<file path="config.mk">
export PLATFORM = sky130hd
export DESIGN_NAME = mic_sample_reader
export DESIGN_NICKNAME = d
export VERILOG_FILES = /design/src/rtl/mic_sample_reader.sv
export SDC_FILE = /design/constraint.sdc
export NUM_CORES = 1
export LEC_CHECK = 0
export ABC_AREA = 1
export CORE_MARGIN = 4
export CORE_UTILIZATION = 50
export CTS_CLUSTER_SIZE = 12
export DETAILED_ROUTE_END_ITERATION = 10
export PLACE_DENSITY = 0.68
export SYNTH_ARGS = -nofsm -noshare
export SYNTH_HDL_FRONTEND = slang
export SYNTH_SLANG_ARGS = --single-unit
</file>
<file path="constraint.sdc">
create_clock -name clk -period 1.8 [get_ports clk]
set_input_delay 0.27 -clock clk [delete_from_list [all_inputs] [get_ports clk]]
set_output_delay 0.27 -clock clk [all_outputs]
set_load 0.01 [all_outputs]
</file>
<file path="src/rtl/mic_sample_reader.sv">
// Microphone ADC reader: each rising edge of sample_clk starts one SPI read frame
// (CS low, FRAME_BITS SCLK rises, MSB first) and publishes the low DATA_BITS bits.
module mic_sample_reader #(
  parameter int SCLK_HALF  = 50,
  parameter int FRAME_BITS = 16,
  parameter int DATA_BITS  = 12
) (
  input  logic                 clk,
  input  logic                 rst_n,
  input  logic                 sample_clk,
  input  logic                 mic_miso,
  output logic                 mic_cs_n,
  output logic                 mic_sclk,
  output logic [DATA_BITS-1:0] sample,
  output logic                 sample_valid,
  output logic                 busy,
  output logic                 overrun
);

  localparam int CW = (SCLK_HALF > 1) ? $clog2(SCLK_HALF) : 1;
  localparam int BW = $clog2(FRAME_BITS + 1);
  localparam logic [CW-1:0] HALF_LAST = CW'(SCLK_HALF - 1);
  localparam logic [BW-1:0] BITS_LAST = BW'(FRAME_BITS - 1);

  typedef enum logic [2:0] {IDLE, SETUP, SHIFT, DONE, QUIET} state_t;

  state_t               state;
  logic [2:0]           sync;      // [1:0] synchroniser, [2] previous synchronised level
  logic                 trig;
  logic [CW-1:0]        half_cnt;
  logic [BW-1:0]        bit_cnt;
  logic [DATA_BITS-1:0] shift_reg; // leading frame bits fall off the top unchecked

  assign trig = sync[1] & ~sync[2];

  // NOTE: every register here is updated with <= so all reads in a cycle see
  // the pre-edge values; blocking assignments would make the order of lines matter.
  always_ff @(posedge clk) begin
    if (!rst_n) begin
      state        <= IDLE;
      sync         <= '0;
      half_cnt     <= '0;
      bit_cnt      <= '0;
      shift_reg    <= '0;
      mic_cs_n     <= 1'b1;
      mic_sclk     <= 1'b1;
      sample       <= '0;
      sample_valid <= 1'b0;
      busy         <= 1'b0;
      overrun      <= 1'b0;
    end else begin
      sync         <= {sync[1:0], sample_clk};
      sample_valid <= 1'b0;
      if (trig && state != IDLE) overrun <= 1'b1;

      case (state)
        IDLE: begin
          if (trig) begin
            state    <= SETUP;
            mic_cs_n <= 1'b0;
            busy     <= 1'b1;
            half_cnt <= '0;
          end
        end
        SETUP: begin
          if (half_cnt == HALF_LAST) begin
            half_cnt <= '0;
            bit_cnt  <= '0;
            mic_sclk <= 1'b0;
            state    <= SHIFT;
          end else begin
            half_cnt <= half_cnt + 1'b1;
          end
        end
        SHIFT: begin
          if (half_cnt == HALF_LAST) begin
            half_cnt <= '0;
            if (!mic_sclk) begin
              // Rising SCLK: the ADC drove this bit after the previous fall.
              mic_sclk  <= 1'b1;
              shift_reg <= {shift_reg[DATA_BITS-2:0], mic_miso};
              bit_cnt   <= bit_cnt + 1'b1;
              if (bit_cnt == BITS_LAST) begin
                mic_cs_n <= 1'b1;
                state    <= DONE;
              end
            end else begin
              mic_sclk <= 1'b0;
            end
          end else begin
            half_cnt <= half_cnt + 1'b1;
          end
        end
        DONE: begin
          sample       <= shift_reg;
          sample_valid <= 1'b1;
          half_cnt     <= '0;
          state        <= QUIET;
        end
        QUIET: begin
          if (half_cnt == HALF_LAST) begin
            busy  <= 1'b0;
            state <= IDLE;
          end else begin
            half_cnt <= half_cnt + 1'b1;
          end
        end
        default: state <= IDLE;
      endcase
    end
  end

endmodule
</file>
==> impl_metrics.json <==
{
  "drt_iter0_drc": 103,
  "wl_per_cell_um": 10.9,
  "hold_buffers": 0,
  "hold_viol_final": 0,
  "cpPeakStageDelay_ps": 570,
  "swShare_pct": 22.3,
  "synth_common_cells": "nor2_1 (65), dfxtp_1 (46), nand2_1 (39), o21ai_0 (28), inv_1 (24)",
  "finalSetupTns_ps": 0,
  "grt_max_degree": 32,
  "routed-via-count": 1630,
  "dieArea_mm2": 0.00497,
  "cts_resized": 0,
  "maxSlewHeadroom_pct": 72.7,
  "yosysMostFrequentCell": "nor2_1",
  "die_y_um": 70.5,
  "routed_wl_mm": 3.67,
  "yosysWarnings": 0,
  "cp-start-kind": "flip-flop",
  "worst-path-buf-inv": 1,
  "multi_input_area_um2": 875,
  "cts_tree": "yes",
  "dp_slack_ps": 305,
  "synth_area_mm2": 0.00195,
  "rsz0062_at_grt": "no",
  "antenna_found_initial": 0,
  "cap_violations": 0,
  "cp_max_fo": 5,
  "whs_path_depth": 2,
  "grt_overflow": 0,
  "final-seq-area_um2": 921,
  "slew_viol_final": 0,
  "syn_area_per_cell_um2": 7.40,
  "pwr-share-seq_pct": 54.4,
  "setup_ws_ps": 260,
  "pwr-share-comb_pct": 6.5,
  "cp_slowest_cell": "clkdlybuf4s50_1",
  "tightest_slew_ps": 409,
  "htree_levels": 2,
  "power_density_mw_per_mm2": 837,
  "status": "completed",
  "rows": 22,
  "synth_edf_count": 0,
  "layout-drive-gt1-share_pct": 7.67,
  "io_pins": 21,
  "track_usage_pct": 16.3,
  "async_flop_share_pct": 0,
  "finalCriticalPeriod_ps": 1540,
  "coreArea_mm2": 0.00372,
  "antenna_cells": 0,
  "initial_core_util_pct": 52.6,
  "nFillCells": 366,
  "cp-end-kind": "output port",
  "yosysSeqAreaShare_pct": 47.1,
  "ys_top_cells_by_area": "dfxtp_1 (47%), nor2_1 (12%), nand2_1 (7.5%)",
  "p_clk_share_pct": 39.1,
  "cts_sinks": 46,
  "via_per_inst": 4.87,
  "p_int_w": 0.00149,
  "grt_pass1_wl_mm": 6.65,
  "synth_area_leader_cell": "dfxtp_1",
  "finalCritPeriodShare_pct": 85.5,
  "place_congestion": 0.845,
  "fmax_ghz": 0.649,
  "clockBufferDepth": 2,
  "cp_cell_sequence": "clkdlybuf4s50_1",
  "fin_skew_ps": 2.86,
  "cts_made_buffers": 5,
  "rr_worst_depth": 7,
  "crit_cells": 1,
  "io_buffers": 20,
  "netSwitchingPower_w": 0.000426,
  "ys.flop_type": "dfxtp_1",
  "ys_types": 26,
  "root_buffer": "clkbuf_8",
  "nNetsFinal": 294,
  "syn_to_final_growth_pct": 17.2,
  "first_pass_iters": 4,
  "setup_viol": 0,
  "synth_top_area_share_pct": 47.1,
  "post-cts-setup-buffers": 0,
  "synthesis.nets": 272,
  "critPathKind": "reg -> out",
  "hold_class": "reg -> reg",
  "arrival_ps": 1270,
  "die_w_um": 70.5,
  "ant_nets": 0,
  "cp_top_family": "buffers and inverters",
  "drc": 0,
  "total_leakage_power_nw": 0.999,
  "netlist_instances": 264,
  "clk_pin_slew_worst_paths_ps": 80,
  "yosys_register_bits": 46,
  "dp_hpwl_mm": 2.62,
  "clkLatencyLatePin_ps": 290,
  "required_ps": 1530,
  "grt_pass1_vias": 1519,
  "ir_worst_vdd_mv": 0.662
}
## metrics by stage
| step | instance area [µm²] | utilization, % | total power [W] | hold slack, ps | instances |
|---|---|---|---|---|---|
| after global routing | 2290 | 61.6 | 0.00201 | 434 | 335 |
| after detailed placement | 2180 | 58.6 | 0.00119 | 405 | 327 |
| after global placement | 2180 | 58.6 | 0.00119 | 394 | 327 |
| final | 2290 | 61.6 | 0.00192 | 425 | 335 |
| after CTS | 2290 | 61.6 | 0.00194 | 426 | 335 |
| after floorplan | 1950 | - | 0.00115 | 368 | 264 |
## path summary, 6_finish.rpt
path | start | end | slack [ps]
worst max-delay path | mic_sclk | mic_sclk | 260
worst min-delay path | sync[0] | sync[1] | 420
worst max register to register | half_cnt[0] | bit_cnt[0] | 290
worst min register to register | sync[0] | sync[1] | 420
## per-layer routing
layer  vias up  GRT usage [%]  wire (µm)
met5         -              0          0
met4         0           4.47         38
met3         4           4.75         99
met2        22           26.4       1730
met1       727           21.2       1800
li1        877              -          -
## cells by family (layout without fill, tap and decap cells)
kind of cell / Yosys count / count (layout) / synth area share [%]
adder cells (fa/ha/maj): 4 / 4 / 2.56
AND/OR/NAND/NOR: 133 / 133 / 29.5
buffers and inverters: 34 / 57 / 8.07
flip-flops: 46 / 46 / 47.1
XOR/XNOR: 3 / 3 / 1.35
AO/OA/AOI/OAI: 44 / 44 / 11.3
## placed cells by master, fill, tap and decap left out, drive strengths merged
cell           count
nand3             17
xor2               3
dfxtp             46
nand2             42
a21oi             14
clkinvlp           1
clkbuf             6
inv               26
ha                 4
a31oi              1
clkdlybuf4s50     20
nor2              69
o21ai             29
nor3               3
or2                1
buf                3
nand4              1
bufinv             1
## power groups by stage
stage	Sequential, W	Clock [W]	Combinational (W)
finish	0.00104	0.000750	0.000125
global route	0.00104	0.000823	0.000142
CTS	0.00104	0.000776	0.000125
detailed placement	0.00107	0	0.000125
global placement	0.00107	0	0.000125
floorplan	0.00107	0	0.0000829
## final cells by class
cell class / instances / share of cell area [%]
well taps: 48 / 2.62
clock inverters: 2 / 1.64
flip-flops and latches: 46 / 40.2
clock buffers: 6 / 3.17
multi-input cells: 184 / 38.2
repair buffers: 23 / 9.73
inverters: 26 / 4.37
(Power assumes the default switching activity.)
